[src/rtl/snn_noc_pkg.sv]
// Shared packet layout, type codes and FSM states for the SNN NoC memory packetizer.
package snn_noc_pkg;
    localparam int ADDR_W   = 4;
    localparam int TYPE_W   = 2;
    localparam int HDR_W    = 2*ADDR_W + TYPE_W;
    // Field MSB position is NOC_W - *_OFS
    localparam int SRC_OFS  = 1;
    localparam int DST_OFS  = SRC_OFS + ADDR_W;
    localparam int TYPE_OFS = DST_OFS + ADDR_W;
    localparam logic [9:0] DONE_MARK = 10'h1FF;

    typedef enum logic [1:0] {
        PKT_IFM = 2'b00,
        PKT_KRN = 2'b01,
        PKT_OUT = 2'b11
    } pktType_e;

    typedef enum logic [2:0] {
        IDLE, FLT_RD, FLT_SEND, IFM_RD, IFM_SEND, WAIT_DONE, FINISH
    } pkzState_e;
endpackage

[src/rtl/noc_mem_packetizer_if.sv]
// Control, memory and NoC packet signals of the packetizer; master = packetizer side.
interface noc_mem_packetizer_if #(
    parameter int NOC_W    = 64,
    parameter int WEIGHT_W = 8
);
    localparam int RDW = (WEIGHT_W > 1) ? WEIGHT_W : 1;

    logic             start, busy, done, err;
    logic             mem_rd_en, mem_rd_sel;
    logic [7:0]       mem_t, mem_row, mem_col;
    logic [RDW-1:0]   mem_rd_data;
    logic             mem_wr_en;
    logic [7:0]       mem_wr_t, mem_wr_row, mem_wr_col;
    logic             flt_valid, flt_ready;
    logic [NOC_W-1:0] flt_data;
    logic             ifm_valid, ifm_ready;
    logic [NOC_W-1:0] ifm_data;
    logic             ofm_valid, ofm_ready;
    logic [NOC_W-1:0] ofm_data;

    modport master (
        input  start, mem_rd_data, flt_ready, ifm_ready, ofm_valid, ofm_data,
        output busy, done, err, mem_rd_en, mem_rd_sel, mem_t, mem_row, mem_col,
               mem_wr_en, mem_wr_t, mem_wr_row, mem_wr_col,
               flt_valid, flt_data, ifm_valid, ifm_data, ofm_ready
    );

    modport slave (
        output start, mem_rd_data, flt_ready, ifm_ready, ofm_valid, ofm_data,
        input  busy, done, err, mem_rd_en, mem_rd_sel, mem_t, mem_row, mem_col,
               mem_wr_en, mem_wr_t, mem_wr_row, mem_wr_col,
               flt_valid, flt_data, ifm_valid, ifm_data, ofm_ready
    );
endinterface

[src/rtl/row_packer.sv]
// Collects one memory row into a payload word: filter rows as WEIGHT_W fields, ifmap rows as bits.
module row_packer #(
    parameter int WEIGHT_W  = 8,
    parameter int FILT_COLS = 5,
    parameter int IFM_COLS  = 25,
    parameter int PW        = 40,
    parameter int RDW       = 8
)(
    input  logic          clk,
    input  logic          rst,
    input  logic          clr,
    input  logic          sel,
    input  logic          rdEn,
    input  logic [RDW-1:0] rdData,
    output logic [7:0]    col,
    output logic          full,
    output logic [PW-1:0] payload
);
    logic       rdVld;
    logic [7:0] insCol;
    logic [7:0] lastCol;

    assign lastCol = sel ? 8'(IFM_COLS - 1) : 8'(FILT_COLS - 1);

    // Read data lands one cycle after the read, so the insert column trails col by one.
    always_ff @(posedge clk) begin
        if (rst || clr) begin
            col     <= '0;
            rdVld   <= 1'b0;
            insCol  <= '0;
            full    <= 1'b0;
            payload <= '0;
        end else begin
            rdVld  <= rdEn;
            insCol <= col;
            if (rdEn) col <= col + 8'd1;
            if (rdVld) begin
                if (sel) begin
                    for (int i = 0; i < IFM_COLS; i++)
                        if (insCol == 8'(i)) payload[i] <= rdData[0];
                end else begin
                    for (int i = 0; i < FILT_COLS; i++)
                        if (insCol == 8'(i)) payload[i*WEIGHT_W +: WEIGHT_W] <= rdData[WEIGHT_W-1:0];
                end
                if (insCol == lastCol) full <= 1'b1;
            end
        end
    end
endmodule

[src/rtl/noc_mem_packetizer.sv]
// Streams filter and ifmap rows from memory as NoC packets and writes returning output spikes back.
module noc_mem_packetizer
    import snn_noc_pkg::*;
#(
    parameter int NUM_PE      = 5,
    parameter int FILT_ROWS   = 5,
    parameter int FILT_COLS   = 5,
    parameter int WEIGHT_W    = 8,
    parameter int IFM_ROWS    = 25,
    parameter int IFM_COLS    = 25,
    parameter int OFM_ROWS    = 21,
    parameter int OFM_COLS    = 21,
    parameter int TIMESTEPS   = 10,
    parameter int NOC_W       = 64,
    parameter int DONES_PER_T = 7,
    parameter bit RELOAD_FILT = 1'b0,
    parameter logic [3:0] SRC_ADDR = 4'h0,
    parameter logic [NUM_PE*4-1:0] PE_ADDR = {4'h9, 4'h3, 4'h2, 4'h1, 4'h0}
)(
    input logic clk,
    input logic rst,
    noc_mem_packetizer_if.master bus
);
    localparam int FLT_PW = FILT_COLS * WEIGHT_W;
    localparam int PW     = (FLT_PW > IFM_COLS) ? FLT_PW : IFM_COLS;
    localparam int RDW    = (WEIGHT_W > 1) ? WEIGHT_W : 1;
    localparam logic [7:0] FLT_N  = 8'(FILT_COLS);
    localparam logic [7:0] IFM_N  = 8'(IFM_COLS);
    localparam logic [7:0] DONE_N = 8'(DONES_PER_T);
    localparam logic [7:0] T_LAST = 8'(TIMESTEPS - 1);

    if (PW > NOC_W - HDR_W) begin : gPayloadTooWide
        $error("noc_mem_packetizer: row payload does not fit in NOC_W");
    end

    pkzState_e state, stateNxt;
    logic [7:0] r, t, doneCnt, col, rMod;
    logic [PW-1:0] payload;
    logic [NOC_W-1:0] pkt;
    logic [ADDR_W-1:0] dest;
    logic full, sel, rdEn, clr, tAdvance, rowLast, fltValid, ifmValid, active;
    logic ofmAcc, ofmOut, ofmDone, ofmInRange;
    logic wrEn, err;
    logic [7:0] wrT, wrRow, wrCol;

    row_packer #(
        .WEIGHT_W(WEIGHT_W), .FILT_COLS(FILT_COLS), .IFM_COLS(IFM_COLS), .PW(PW), .RDW(RDW)
    ) uPacker (
        .clk(clk), .rst(rst), .clr(clr), .sel(sel), .rdEn(rdEn),
        .rdData(bus.mem_rd_data), .col(col), .full(full), .payload(payload)
    );

    assign sel     = (state == IFM_RD) || (state == IFM_SEND);
    assign active  = (state != IDLE) && (state != FINISH);
    assign rowLast = sel ? (r == 8'(IFM_ROWS - 1)) : (r == 8'(FILT_ROWS - 1));

    always_ff @(posedge clk) begin
        if (rst) state <= IDLE;
        else     state <= stateNxt;
    end

    always_comb begin
        stateNxt = state;
        rdEn     = 1'b0;
        clr      = 1'b0;
        tAdvance = 1'b0;
        fltValid = 1'b0;
        ifmValid = 1'b0;
        case (state)
            IDLE:     if (bus.start) stateNxt = FLT_RD;
            FLT_RD: begin
                rdEn = (col < FLT_N);
                if (full) stateNxt = FLT_SEND;
            end
            FLT_SEND: begin
                fltValid = 1'b1;
                if (bus.flt_ready) begin
                    clr      = 1'b1;
                    stateNxt = rowLast ? IFM_RD : FLT_RD;
                end
            end
            IFM_RD: begin
                rdEn = (col < IFM_N);
                if (full) stateNxt = IFM_SEND;
            end
            IFM_SEND: begin
                ifmValid = 1'b1;
                if (bus.ifm_ready) begin
                    clr      = 1'b1;
                    stateNxt = rowLast ? WAIT_DONE : IFM_RD;
                end
            end
            WAIT_DONE: begin
                if (doneCnt >= DONE_N) begin
                    tAdvance = 1'b1;
                    if (t == T_LAST)  stateNxt = FINISH;
                    else if (RELOAD_FILT) stateNxt = FLT_RD;
                    else              stateNxt = IFM_RD;
                end
            end
            FINISH:   stateNxt = FINISH;
            default:  stateNxt = IDLE;
        endcase
    end

    always_comb begin
        rMod = 8'(int'(r) % NUM_PE);
        dest = '0;
        for (int i = 0; i < NUM_PE; i++)
            if (rMod == 8'(i)) dest = PE_ADDR[i*4 +: 4];
        pkt = '0;
        pkt[NOC_W-SRC_OFS  -: ADDR_W] = SRC_ADDR;
        pkt[NOC_W-DST_OFS  -: ADDR_W] = dest;
        pkt[NOC_W-TYPE_OFS -: TYPE_W] = sel ? PKT_IFM : PKT_KRN;
        pkt[PW-1:0] = payload;
    end

    assign ofmAcc     = bus.ofm_valid && active;
    assign ofmOut     = bus.ofm_data[NOC_W-TYPE_OFS -: TYPE_W] == PKT_OUT;
    assign ofmDone    = bus.ofm_data[9:0] == DONE_MARK;
    assign ofmInRange = ({3'b0, bus.ofm_data[9:5]} < 8'(OFM_ROWS)) &&
                        ({3'b0, bus.ofm_data[4:0]} < 8'(OFM_COLS));

    // Early done packets (e.g. during IFM_SEND) stay counted; any surplus carries into the next timestep.
    always_ff @(posedge clk) begin
        if (rst) begin
            r       <= '0;
            t       <= '0;
            doneCnt <= '0;
            err     <= 1'b0;
            wrEn    <= 1'b0;
            wrT     <= '0;
            wrRow   <= '0;
            wrCol   <= '0;
        end else begin
            if (clr) r <= rowLast ? 8'd0 : r + 8'd1;
            if (tAdvance) t <= t + 8'd1;
            doneCnt <= (tAdvance ? doneCnt - DONE_N : doneCnt) + {7'd0, ofmAcc && ofmOut && ofmDone};
            wrEn    <= ofmAcc && ofmOut && !ofmDone && ofmInRange;
            if (ofmAcc && ofmOut && !ofmDone) begin
                if (ofmInRange) begin
                    wrT   <= t;
                    wrRow <= {3'b0, bus.ofm_data[9:5]};
                    wrCol <= {3'b0, bus.ofm_data[4:0]};
                end else begin
                    err <= 1'b1;
                end
            end
        end
    end

    assign bus.busy       = active;
    assign bus.done       = (state == FINISH);
    assign bus.err        = err;
    assign bus.mem_rd_en  = rdEn;
    assign bus.mem_rd_sel = sel;
    assign bus.mem_t      = t;
    assign bus.mem_row    = r;
    assign bus.mem_col    = col;
    assign bus.mem_wr_en  = wrEn;
    assign bus.mem_wr_t   = wrT;
    assign bus.mem_wr_row = wrRow;
    assign bus.mem_wr_col = wrCol;
    assign bus.flt_valid  = fltValid;
    assign bus.flt_data   = fltValid ? pkt : '0;
    assign bus.ifm_valid  = ifmValid;
    assign bus.ifm_data   = ifmValid ? pkt : '0;
    assign bus.ofm_ready  = active;
endmodule

[src/flat_wrapper.sv]
// flat-port wrapper written by rule: the top's interface ports become plain ports
module noc_mem_packetizer_flat import snn_noc_pkg::*;
#(
    parameter int NUM_PE      = 5,
    parameter int FILT_ROWS   = 5,
    parameter int FILT_COLS   = 5,
    parameter int WEIGHT_W    = 8,
    parameter int IFM_ROWS    = 25,
    parameter int IFM_COLS    = 25,
    parameter int OFM_ROWS    = 21,
    parameter int OFM_COLS    = 21,
    parameter int TIMESTEPS   = 10,
    parameter int NOC_W       = 64,
    parameter int DONES_PER_T = 7,
    parameter bit RELOAD_FILT = 1'b0,
    parameter logic [3:0] SRC_ADDR = 4'h0,
    parameter logic [NUM_PE*4-1:0] PE_ADDR = {4'h9, 4'h3, 4'h2, 4'h1, 4'h0}
)
  (clk, rst, bus_start, bus_mem_rd_data, bus_flt_ready, bus_ifm_ready, bus_ofm_valid, bus_ofm_data, bus_busy, bus_done, bus_err, bus_mem_rd_en, bus_mem_rd_sel, bus_mem_t, bus_mem_row, bus_mem_col, bus_mem_wr_en, bus_mem_wr_t, bus_mem_wr_row, bus_mem_wr_col, bus_flt_valid, bus_flt_data, bus_ifm_valid, bus_ifm_data, bus_ofm_ready);
  noc_mem_packetizer_if #(.NOC_W(NOC_W), .WEIGHT_W(WEIGHT_W)) bus_i ();
  input logic clk;
  input logic rst;
  input wire logic [$bits(bus_i.start)-1:0] bus_start;
  input wire logic [$bits(bus_i.mem_rd_data)-1:0] bus_mem_rd_data;
  input wire logic [$bits(bus_i.flt_ready)-1:0] bus_flt_ready;
  input wire logic [$bits(bus_i.ifm_ready)-1:0] bus_ifm_ready;
  input wire logic [$bits(bus_i.ofm_valid)-1:0] bus_ofm_valid;
  input wire logic [$bits(bus_i.ofm_data)-1:0] bus_ofm_data;
  output wire logic [$bits(bus_i.busy)-1:0] bus_busy;
  output wire logic [$bits(bus_i.done)-1:0] bus_done;
  output wire logic [$bits(bus_i.err)-1:0] bus_err;
  output wire logic [$bits(bus_i.mem_rd_en)-1:0] bus_mem_rd_en;
  output wire logic [$bits(bus_i.mem_rd_sel)-1:0] bus_mem_rd_sel;
  output wire logic [$bits(bus_i.mem_t)-1:0] bus_mem_t;
  output wire logic [$bits(bus_i.mem_row)-1:0] bus_mem_row;
  output wire logic [$bits(bus_i.mem_col)-1:0] bus_mem_col;
  output wire logic [$bits(bus_i.mem_wr_en)-1:0] bus_mem_wr_en;
  output wire logic [$bits(bus_i.mem_wr_t)-1:0] bus_mem_wr_t;
  output wire logic [$bits(bus_i.mem_wr_row)-1:0] bus_mem_wr_row;
  output wire logic [$bits(bus_i.mem_wr_col)-1:0] bus_mem_wr_col;
  output wire logic [$bits(bus_i.flt_valid)-1:0] bus_flt_valid;
  output wire logic [$bits(bus_i.flt_data)-1:0] bus_flt_data;
  output wire logic [$bits(bus_i.ifm_valid)-1:0] bus_ifm_valid;
  output wire logic [$bits(bus_i.ifm_data)-1:0] bus_ifm_data;
  output wire logic [$bits(bus_i.ofm_ready)-1:0] bus_ofm_ready;
  assign bus_i.start = bus_start;
  assign bus_i.mem_rd_data = bus_mem_rd_data;
  assign bus_i.flt_ready = bus_flt_ready;
  assign bus_i.ifm_ready = bus_ifm_ready;
  assign bus_i.ofm_valid = bus_ofm_valid;
  assign bus_i.ofm_data = bus_ofm_data;
  assign bus_busy = bus_i.busy;
  assign bus_done = bus_i.done;
  assign bus_err = bus_i.err;
  assign bus_mem_rd_en = bus_i.mem_rd_en;
  assign bus_mem_rd_sel = bus_i.mem_rd_sel;
  assign bus_mem_t = bus_i.mem_t;
  assign bus_mem_row = bus_i.mem_row;
  assign bus_mem_col = bus_i.mem_col;
  assign bus_mem_wr_en = bus_i.mem_wr_en;
  assign bus_mem_wr_t = bus_i.mem_wr_t;
  assign bus_mem_wr_row = bus_i.mem_wr_row;
  assign bus_mem_wr_col = bus_i.mem_wr_col;
  assign bus_flt_valid = bus_i.flt_valid;
  assign bus_flt_data = bus_i.flt_data;
  assign bus_ifm_valid = bus_i.ifm_valid;
  assign bus_ifm_data = bus_i.ifm_data;
  assign bus_ofm_ready = bus_i.ofm_ready;
  noc_mem_packetizer #(.NUM_PE(NUM_PE), .FILT_ROWS(FILT_ROWS), .FILT_COLS(FILT_COLS), .WEIGHT_W(WEIGHT_W), .IFM_ROWS(IFM_ROWS), .IFM_COLS(IFM_COLS), .OFM_ROWS(OFM_ROWS), .OFM_COLS(OFM_COLS), .TIMESTEPS(TIMESTEPS), .NOC_W(NOC_W), .DONES_PER_T(DONES_PER_T), .RELOAD_FILT(RELOAD_FILT), .SRC_ADDR(SRC_ADDR), .PE_ADDR(PE_ADDR)) u_core (.clk(clk), .rst(rst), .bus(bus_i));
endmodule
[config.mk]
export PLATFORM = sky130hd
export DESIGN_NAME = noc_mem_packetizer_flat
export DESIGN_NICKNAME = d
export VERILOG_FILES = /design/src/rtl/snn_noc_pkg.sv /design/src/rtl/noc_mem_packetizer_if.sv /design/src/rtl/row_packer.sv /design/src/rtl/noc_mem_packetizer.sv /design/src/flat_wrapper.sv
export SDC_FILE = /design/constraint.sdc
export NUM_CORES = 1
export LEC_CHECK = 0
export ABC_CLOCK_PERIOD_IN_PS = 22200
export CAP_MARGIN = 0
export CORE_MARGIN = 5
export CORE_UTILIZATION = 50
export DETAILED_ROUTE_END_ITERATION = 6
export PLACE_DENSITY = 0.92
export SYNTH_ARGS = -nofsm -noshare
export SYNTH_HDL_FRONTEND = slang
export SYNTH_SLANG_ARGS = --single-unit
[constraint.sdc]
create_clock -name clk -period 22.2 [get_ports clk]
set_input_delay 5.55 -clock clk [delete_from_list [all_inputs] [get_ports clk]]
set_output_delay 5.55 -clock clk [all_outputs]
set_load 0.005 [all_outputs]
# Word-level counts from Yosys, hierarchy flattened
# Cells that the tools add are included.
[op_classes]
bitwise = 2
n_mux = 59
n_reduce_logical = 48
n_addsub = 5
n_lt_le_gt_ge = 5
n_eq_ne = 71
n_div = 1
[op_table]
columns = ["cell", "n"]
rows = [
  ["$mux 60", 2],
  ["$eq 8x5->1 const B", 10],
  ["$reduce_and 3->1", 26],
  ["$eq 8x4->1 const B", 9],
  ["$ne 2x2->1 const B", 29],
  ["$eq 8x3->1 const B", 6],
  ["$mux 8", 5],
  ["$mux 1", 35],
  ["$eq 8x2->1 const B", 4],
  ["$mod 9x4->32 const B", 1],
  ["$mux 25", 1],
  ["$add 8x1->8 const B", 3],
  ["$mux 3", 8],
  ["$pmux 3 s7", 1],
  ["$eq 8x1->1 const B", 2],
  ["$eq 10x9->1 const B", 1],
  ["$lt 5x5->1 const B", 2],
  ["$eq 3x3->1 const B", 3],
  ["$add 8x1->8", 1],
  ["$eq 8x8->1", 1],
  ["$ge 8x3->1 const B", 1],
  ["$logic_not 8->1", 1],
  ["$lt 8x3->1 const B", 1],
  ["$lt 8x5->1 const B", 1],
  ["other kinds (19)", 37],
]
[word_totals]
word_cells = 231
in_bits = 78
output_inout_bits = 185
register_bits = 105

# Longest topological paths before layout
# Gate-level depths: netlist (run 1).
[logic_depth]
ltp_word = 7
ltp_mapped = 32
ltp_nobuf = 28

# Hierarchy
# From an unflattened synthesis (run 1), not the netlist that was laid out.
[hier_totals]
hier_cells = 956
hier_area_um2 = 7479.7
[by_module_without_submodules]
columns = ["module", "seq_area_each_um2", "area_each_um2", "cells_per_inst", "n_inst"]
rows = [
  ["noc_mem_packetizer", 940.9, 4782.1, 646, 1],
  ["row_packer", 1161.1, 2697.6, 310, 1],
]

# Worst setup path after synthesis (run 1)
# Ideal clock, no wire load.
[synth_path]
path_kind = "reg2out"
startpoint = "register u_core.r[6] (netlist: u_core.bus.mem_row[6])"
endpoint = "output bus_flt_data[56]"
arrival_ns = 6.222
stages_incl_launch_ff = 32
path_buffers = 4
t_required_ns = 16.650
path_slack_ns = 10.428
cell_sequence = "dfxtp_1 -> buf_2 -> inv_1 -> ha_1 -> nor2_4 -> inv_2 -> ha_1 -> nor2b_1 -> a21o_1 -> a21oi_1 -> or3_1 -> buf_6 -> o22ai_2 -> and3_1 -> buf_2 -> xnor2_1 -> ha_1 -> or4_1 -> o211ai_1 -> and3_1 -> nand4_4 -> xnor2_2 -> inv_1 -> ha_1 -> clkbuf_1 -> nor2_1 -> mux2i_1 -> nand2_1 -> nor4b_4 -> nand3b_1 -> nand3_1 -> and3_1"
[synth_via]
elab_chain_cells = 7
elab_cells_between_ends = 10
classes_between = "div: 1; eq/ne: 4; mux: 5"
[synth_rtl]
columns = ["element", "line_no", "rtl"]
rows = [
  ["start, declared", "noc_mem_packetizer.sv:37", "logic [7:0] r, t, doneCnt, col, rMod;"],
  ["start signal, assigned", "noc_mem_packetizer.sv:136", "if (clr) r <= rowLast ? 8'd0 : r + 8'd1;"],
  ["$mod 9x4->32 (*)", "noc_mem_packetizer.sv:107", "rMod = 8'(int'(r) % NUM_PE);"],
  ["$eq 8x1->1", "noc_mem_packetizer.sv:110", "if (rMod == 8'(i)) dest = PE_ADDR[i*4 +: 4];"],
  ["$mux 1", "noc_mem_packetizer.sv:110", ""],
  ["$mux 2 (2 in series)", "noc_mem_packetizer.sv:110", ""],
  ["$mux 4 (*)", "noc_mem_packetizer.sv:110", ""],
  ["$mux 60 (*)", "noc_mem_packetizer.sv:165", "assign bus.flt_data = fltValid ? pkt : '0;"],
  ["end, declared", "flat_wrapper.sv:42", "output wire logic [$bits(bus_i.flt_data)-1:0] bus_flt_data;"],
]
# Mark *: on every way between the ends. The rest lies on a longest branch, timed or not.

# Worst setup path in the final report (run 1)
# Same ends and word-level chain as after synthesis.

==> results.txt, run 1 <==
----------------------------------------------------
[Outcome]
  Run status ... finished, final reports clean

[Detailed routing]
  Routed WL ... 20900 um
  Pre-Repair DR Iteration Count ... 6
  Per-cell via count in the routed design ... roughly 5.7
  Antenna violation net count after detailed routing ... 0
  Average detailed-routed wire length per instance ... between 15 and 20 um
  Remaining DRCs ... 0
  Drt first-iter violations ... between 700 and 800
  Via Count ... 7428

[Power]
  Worst vdd rail ir drop ... 39.9 uV
  Leakage power summed over all cells ... ~3.6 nW
  Power per Cell Area ... roughly 44 nW/um^2

[STA]
  Fin crit share ... 0.624
  Worst clock skew ... 0.0128 ns
  Max-slew violation count ... 0
  Final critical-path required period ... 13.85 ns
  Worst Setup Slack, final ... roughly 8.3 ns
  Hold WS ... between 0.4 and 0.5 ns
  Fin Setup TNS ... 0 ns
  Maximum clock frequency ... a little over 70 MHz
  Slew margin rel. ... 0.213
  Setup repair after global routing missed its margin ... false
  Number of hold violations in the final report ... 0
  Final setup fails ... 0
  Actual slew at the worst max-slew pin ... 1.18 ns

[CTS]
  Post-CTS setup buffer count ... 0
  Number of buffers added by the clock tree synthesis step ... 9
  Number of gates given a new drive strength after cts ... 0
  CTS tree ... yes
  Reg clk slew, reported paths ... 0.08 ns
  Clock tree sinks ... between 100 and 150
  Count of hold buffers inserted by post-cts repair ... 0
  Number of H-tree levels ... 3
  Maximum count of clock buffers along a single path ... 2
  Root buffer cell ... clkbuf_16
  Clock latency of the later-clocked register in the worst-skew pair ... between 0.3 and 0.4 ns

[Die]
  Std-Cell Rows ... 45
  Starting density of the core ... 0.505
  Number of placed I/O pins ... roughly 260
  DIE AREA ... approximately 18000 sq um
  Placeable core region ... between 15000 and 20000 sq um
  Height of the chip ... between 100 and 150 um
  Width of the chip ... 133 um

[GRT]
  GRT Util Overall ... 0.222
  Global routing's busiest layer ... met2
  Largest net degree at the start of global routing ... 50
  Number of antenna violations at the first check in global routing ... 0
  Met3 global-route usage ... 0.0276
  First-pass GRT wire length ... 33800 um
  Number of global-route vias before repair ... between 6000 and 7000
  Global-route congestion overflow total ... 0
  Met2 usage in global routing ... 0.374
  Fraction of met1 tracks used by global routing ... 0.298

[Worst setup path]
  Endpoint class of the critical path ... output port
  Startpoint Class ... flop
  Required @ worst endpoint ... ~17 ns
  Crit path DAT ... approximately 8.3 ns
  Cell type with the highest occurrence count on the critical path ... ha_1
  Cell with the largest stage delay on the worst path ... dfxtp_1
  Slowest cell delay on critical path ... between 0.5 and 0.6 ns
  Critical-path maximum fanout ... 10
  Critical path start-end classification ... reg -> out
  Count of cells along the worst register-to-register path ... 14

[Logic synthesis]
  Ys async rst share ... 0
  Largest cells by area after synthesis ... dfxtp_1, and2_1, nor2_1
  Fraction of post-synthesis cell area in the top cell type by area ... 0.276
  Most common cell in the netlist ... nor2_1
  Post-synth design cell area ... around 7600 sq um
  Number of flops mapped to enable cells by yosys ... 0
  Seq/Total Area, Yosys ... 0.276
  Prevailing post-synth register cell ... dfxtp_1
  Number of distinct library cells after synthesis ... 84
  Total of warnings raised by yosys ... 0
  Cell count after synthesis ... between 900 and 1000
  Cell taking the most area after synthesis ... dfxtp_1
  Most used standard cells in the synthesized netlist ... nor2_1, dfxtp_1, and2_1
  Post-synthesis sequential element count ... ~110
  Avg Cell Area, Syn ... 7.65 sq um

[Final layout]
  Share of cells above drive strength 1 ... 0.0464
  Ant diodes ... 0
  Multi-input gate area in the final layout ... roughly 5000 sq um
  Count of fill cells added during filler insertion ... approximately 1300
  Synth-to-layout area growth ... 23.3%
  Layout net count ... approximately 1200
  Share of the core filled with cells in the final layout ... 0.622
  Area occupied by registers ... 2100 sq um

[Place]
  Final HPWL from detailed placement ... around 15000 um
  Routability cong. ... about 0.93
  Pre-CTS setup slack ... 8.87 ns
  Number of port buffers ... 163

[Job]
  Count of maximum capacitance violations ... 0

[Hold path]
  Class of the tightest hold or removal check ... reg -> reg
  Cells on Worst Hold Path ... 2

----------------------------------------------------
-- per-layer routing --
layer,vias up,share of wire
met4,0,0.023
met3,46,0.059
li1,3629,-
met5,-,0
met2,316,0.49
met1,3437,0.42
-- worst max-delay path, delay by kind of cell (launching register included) --
kind	cells	cell delay, ns
AND/OR/NAND/NOR	11	3.09
XOR/XNOR	2	0.48
adder cells (fa/ha/maj)	4	1.20
flip-flops	1	0.56
AO/OA/AOI/OAI	7	1.56
multiplexers	1	0.22
buffers and inverters	4	0.85
-- stage by stage --
step	area (sq um)	std cells	total power, W
6_report	9390	1308	0.000412
5_1_grt	9390	1308	0.000428
4_1_cts	9390	1308	0.000413
3_5_place_dp	9100	1292	0.000258
3_3_place_gp	9100	1292	0.000256
2_1_floorplan	7790	1042	0.000244
-- worst paths after layout --
path	endpoint	slack [ns]	from
worst max register to register	u_core.doneCnt[7]$_SDFF_PP0_	18.74	u_core.doneCnt[0]$_SDFF_PP0_
worst min register to register	u_core.uPacker.payload[16]$_SDFFE_PP0P_	0.48	u_core.uPacker.payload[16]$_SDFFE_PP0P_
worst min-delay path	u_core.uPacker.payload[16]$_SDFFE_PP0P_	0.48	u_core.uPacker.payload[16]$_SDFFE_PP0P_
worst max-delay path	bus_flt_data[56]	8.35	u_core.bus.mem_row[6]$_SDFFE_PP0P_
-- sequential cells by signal, summed over array words and instances, names as in the netlist --
name / cells
u_core.bus.mem_wr_t: 8
u_core.state: 3
u_core.uPacker.col: 8
u_core.bus.mem_wr_en: 1
u_core.uPacker.rdVld: 1
u_core.bus.mem_wr_col: 5
u_core.bus.err: 1
u_core.uPacker.payload: 40
u_core.bus.mem_row: 8
u_core.bus.mem_t: 8
u_core.uPacker.insCol: 8
u_core.doneCnt: 8
u_core.bus.mem_wr_row: 5
u_core.uPacker.full: 1
-- final cells by class --
class,count,area share
Multi-Input combinational cell,812,0.535
Sequential cell,105,0.224
Timing Repair Buffer,168,0.178
Tap cell,188,0.0250
Clock buffer,9,0.0240
Inverter,19,0.00759
Clock inverter,7,0.00733
-- cells by family (layout without fill, tap and decap cells) --
| family | after synthesis | after routing | share of synthesized area |
|---|---|---|---|
| adder cells (fa/ha/maj) | 18 | 18 | 0.0292 |
| other | 1 | 47 | 0.000492 |
| multiplexers | 48 | 48 | 0.0650 |
| buffers and inverters | 125 | 203 | 0.0893 |
| AO/OA/AOI/OAI | 208 | 208 | 0.186 |
| AND/OR/NAND/NOR | 448 | 448 | 0.301 |
| flip-flops | 105 | 105 | 0.276 |
| XOR/XNOR | 43 | 43 | 0.0524 |
-- power by group --
group / switching, W / leakage (nW) / internal [W]
logic: 0.0000346 / 2.65 / 0.0000243
clock network: 0.0000776 / 0.146 / 0.0000796
registers: 0.00000464 / 0.847 / 0.000191
total: 0.000117 / 3.65 / 0.000295
-- placed cells by master, fill, tap and decap left out, drive strengths merged, types with 4 or more instances in the layout --
master	count
a211oi	10
nor2b	7
nand2	73
nor4b	5
o21a	7
nand3	32
o21ai	57
clkdlybuf4s50	163
xor2	10
nand4	12
nor3	29
clkinv	4
or3	6
conb	47
mux2i	46
a31oi	5
dfxtp	105
o211ai	7
o22a	4
clkbuf	9
o22ai	7
inv	22
ha	17
buf	5
a21oi	53
a221oi	4
a21o	13
nor3b	7
nor2	137
nand3b	6
and3	15
and2	97
xnor2	33
nand2b	12
(Power assumes the default switching activity.)
==> run 2, diff against run 1 <==
--- a/config.mk
+++ b/config.mk
@@ -5,12 +5,12 @@
 export SDC_FILE = /design/constraint.sdc
 export NUM_CORES = 1
 export LEC_CHECK = 0
-export ABC_CLOCK_PERIOD_IN_PS = 22200
+export ABC_CLOCK_PERIOD_IN_PS = 13900
 export CAP_MARGIN = 0
 export CORE_MARGIN = 5
-export CORE_UTILIZATION = 50
+export CORE_UTILIZATION = 47
 export DETAILED_ROUTE_END_ITERATION = 6
-export PLACE_DENSITY = 0.92
+export PLACE_DENSITY = 0.88
 export SYNTH_ARGS = -nofsm -noshare
 export SYNTH_HDL_FRONTEND = slang
 export SYNTH_SLANG_ARGS = --single-unit
==> constraint.sdc (replaced) <==
create_clock -name clk -period 13.9 [get_ports clk]
set_input_delay 3.475 -clock clk [delete_from_list [all_inputs] [get_ports clk]]
set_output_delay 3.475 -clock clk [all_outputs]
set_load 0.005 [all_outputs]
==> results.txt, run 2 (same netlist as run 1, synthesis figures left out) <==
----------------------------------------------------
[Final layout]
  Ant diodes ... 0
  Largest register by flop count ... u_core.uPacker.payload
  Synth-to-layout area growth ... 24.1%
  Share of the core filled with cells in the final layout ... 0.595
  Layout net count ... roughly 1200
  Final design instance area without fill ... between 9000 and 10000 sq um
  Max reg flops ... 40
  Share of cells above drive strength 1 ... 0.0473
  Commonest non-fill, non-tap cell in the layout ... clkdlybuf4s50_1
  Commonest cells after routing, fill and taps aside ... clkdlybuf4s50_1, nor2_1, dfxtp_1

[Die]
  Placeable core region ... approximately 16000 sq um
  Number of placed I/O pins ... 263
  Std-Cell Rows ... 46
  Width of the chip ... about 140 um
  Height of the chip ... about 140 um
  DIE AREA ... approximately 19000 sq um
  Starting density of the core ... 0.480

[Place]
  Total placed instance area ... between 9000 and 10000 sq um
  Number of port buffers ... 163
  Final HPWL from detailed placement ... roughly 16000 um
  Routability cong. ... roughly 0.96

[CTS]
  Post-CTS setup buffer count ... 0
  Clock tree sinks ... around 110
  Maximum count of clock buffers along a single path ... 2
  Root buffer cell ... clkbuf_16
  Number of gates given a new drive strength after cts ... 0
  Number of buffers added by the clock tree synthesis step ... 9
  Count of hold buffers inserted by post-cts repair ... 0
  Reg clk slew, reported paths ... about 0.070 ns
  Clock latency of the later-clocked register in the worst-skew pair ... about 0.35 ns
  CTS tree ... yes
  Number of H-tree levels ... 3

[STA]
  Final critical-path required period ... about 12 ns
  Actual slew at the worst max-slew pin ... 1.20 ns
  Worst clock skew ... 0.0106 ns
  Setup repair after global routing missed its margin ... false
  Hold WS ... roughly 0.48 ns
  Max-slew violation count ... 0
  Maximum clock frequency ... between 80 and 90 MHz
  Number of hold violations in the final report ... 0
  Final setup fails ... 0
  Fin crit share ... 0.844
  Slew margin rel. ... 0.200
  Fin Setup TNS ... 0 ns

[Detailed routing]
  Routed WL ... roughly 21000 um
  Drt first-iter violations ... a little under 900
  Remaining DRCs ... 0
  Average detailed-routed wire length per instance ... 16.1 um
  Via Count ... approximately 7500
  Antenna violation net count after detailed routing ... 0
  Pre-Repair DR Iteration Count ... 6
  Per-cell via count in the routed design ... ~5.6

[Power]
  Worst vdd rail ir drop ... roughly 110 uV
  Overall power ... around 0.00068 W
  Leakage power summed over all cells ... approximately 3.7 nW
  Power per Cell Area ... slightly above 70 nW/um^2

[GRT]
  Number of global-route vias before repair ... around 7000
  Global-route congestion overflow total ... 0
  First-pass GRT wire length ... roughly 34000 um
  GRT Util Overall ... 0.217
  Number of antenna violations at the first check in global routing ... 0
  Largest net degree at the start of global routing ... 50

[Worst setup path]
  Launch point of the worst reg-to-reg path ... u_core.doneCnt[0]$_SDFF_PP0_
  Cell type with the highest occurrence count on the critical path ... ha_1
  Crit path DAT ... 8.25 ns
  Slowest cell delay on critical path ... about 0.56 ns
  Critical-path maximum fanout ... 10
  Crit Reg-Reg Endpoint ... u_core.doneCnt[7]$_SDFF_PP0_
  Internal reg-to-reg setup slack ... 10.42 ns
  Cell family with most CP delay ... simple AND/OR/NAND/NOR gates
  Required @ worst endpoint ... around 10 ns
  Crit path buffers/inverters ... 4
  Critical path start-end classification ... reg -> out
  Cell with the largest stage delay on the worst path ... or3_1
  Count of cells along the worst register-to-register path ... 14
  Endpoint class of the critical path ... output port
  Launching element of the worst setup path ... u_core.bus.mem_row[6]$_SDFFE_PP0P_
  Startpoint Class ... flop

[Hold path]
  Class of the tightest hold or removal check ... reg -> reg
  Cells on Worst Hold Path ... 2
  Hold-critical path endpoint ... u_core.uPacker.payload[16]$_SDFFE_PP0P_
  Hold wc startpoint ... u_core.uPacker.payload[16]$_SDFFE_PP0P_

[Outcome]
  Run status ... finished, final reports clean

[Job]
  Count of maximum capacitance violations ... 0

----------------------------------------------------
## run 2: changes by cell type in the layout (fill, tap and decap cells not counted), sizes merged
cell,previous run,this run
buf,5,6
bufinv,0,1
clkinv,4,3
## run 2: stage by stage
| stage | cells | worst slack (ns) |
|---|---|---|
| 5_1_grt | 1337 | 1.57 |
| 2_1_floorplan | 1042 | 4.20 |
| 3_3_place_gp | 1321 | 2.93 |
| 3_5_place_dp | 1321 | 2.65 |
| 4_1_cts | 1337 | 2.26 |
| 6_report | 1337 | 2.17 |
## run 2: layout make-up
class | count | area (sq um)
Sequential cell | 105 | 2100
Multi-Input combinational cell | 812 | 5020
Timing Repair Buffer | 169 | 1680
Clock buffer | 9 | 225
Clock inverter | 7 | 92.6
Fill cell | 1400 | 6430
Tap cell | 216 | 270
Inverter | 19 | 71.3
## run 2: how the worst max path moves through the flow
stage                  endpoint  cells past startpoint
6_report       bus_ifm_data[56]                     29
5_1_grt        bus_ifm_data[56]                     29
4_1_cts        bus_flt_data[56]                     29
3_5_place_dp   bus_flt_data[56]                     29
3_3_place_gp   bus_flt_data[56]                     29
2_1_floorplan  bus_flt_data[56]                     31
## run 2: power by group
group          total (W)  switching, W  internal (W)
clock           0.000269      0.000124      0.000145
combinational  0.0000942     0.0000554     0.0000388
sequential      0.000313    0.00000754      0.000306
total           0.000676      0.000187      0.000489
## run 2: per-layer routing
layer,routed length [um],vias to the layer above,part of all wire,track usage
met5,0,-,0,0
met4,505,0,0.024,0.0698
met3,1270,46,0.059,0.0303
met2,10700,330,0.50,0.368
met1,9000,3488,0.42,0.286
li1,-,3619,-,-
## run 2: worst register-to-register path: cells and delay by family (launching register included)
family                   cells  cell delay (ns)
flip-flops                   1             0.34
adder cells (fa/ha/maj)      1             0.26
AND/OR/NAND/NOR              8             1.68
XOR/XNOR                     3             0.46
AO/OA/AOI/OAI                2             0.64
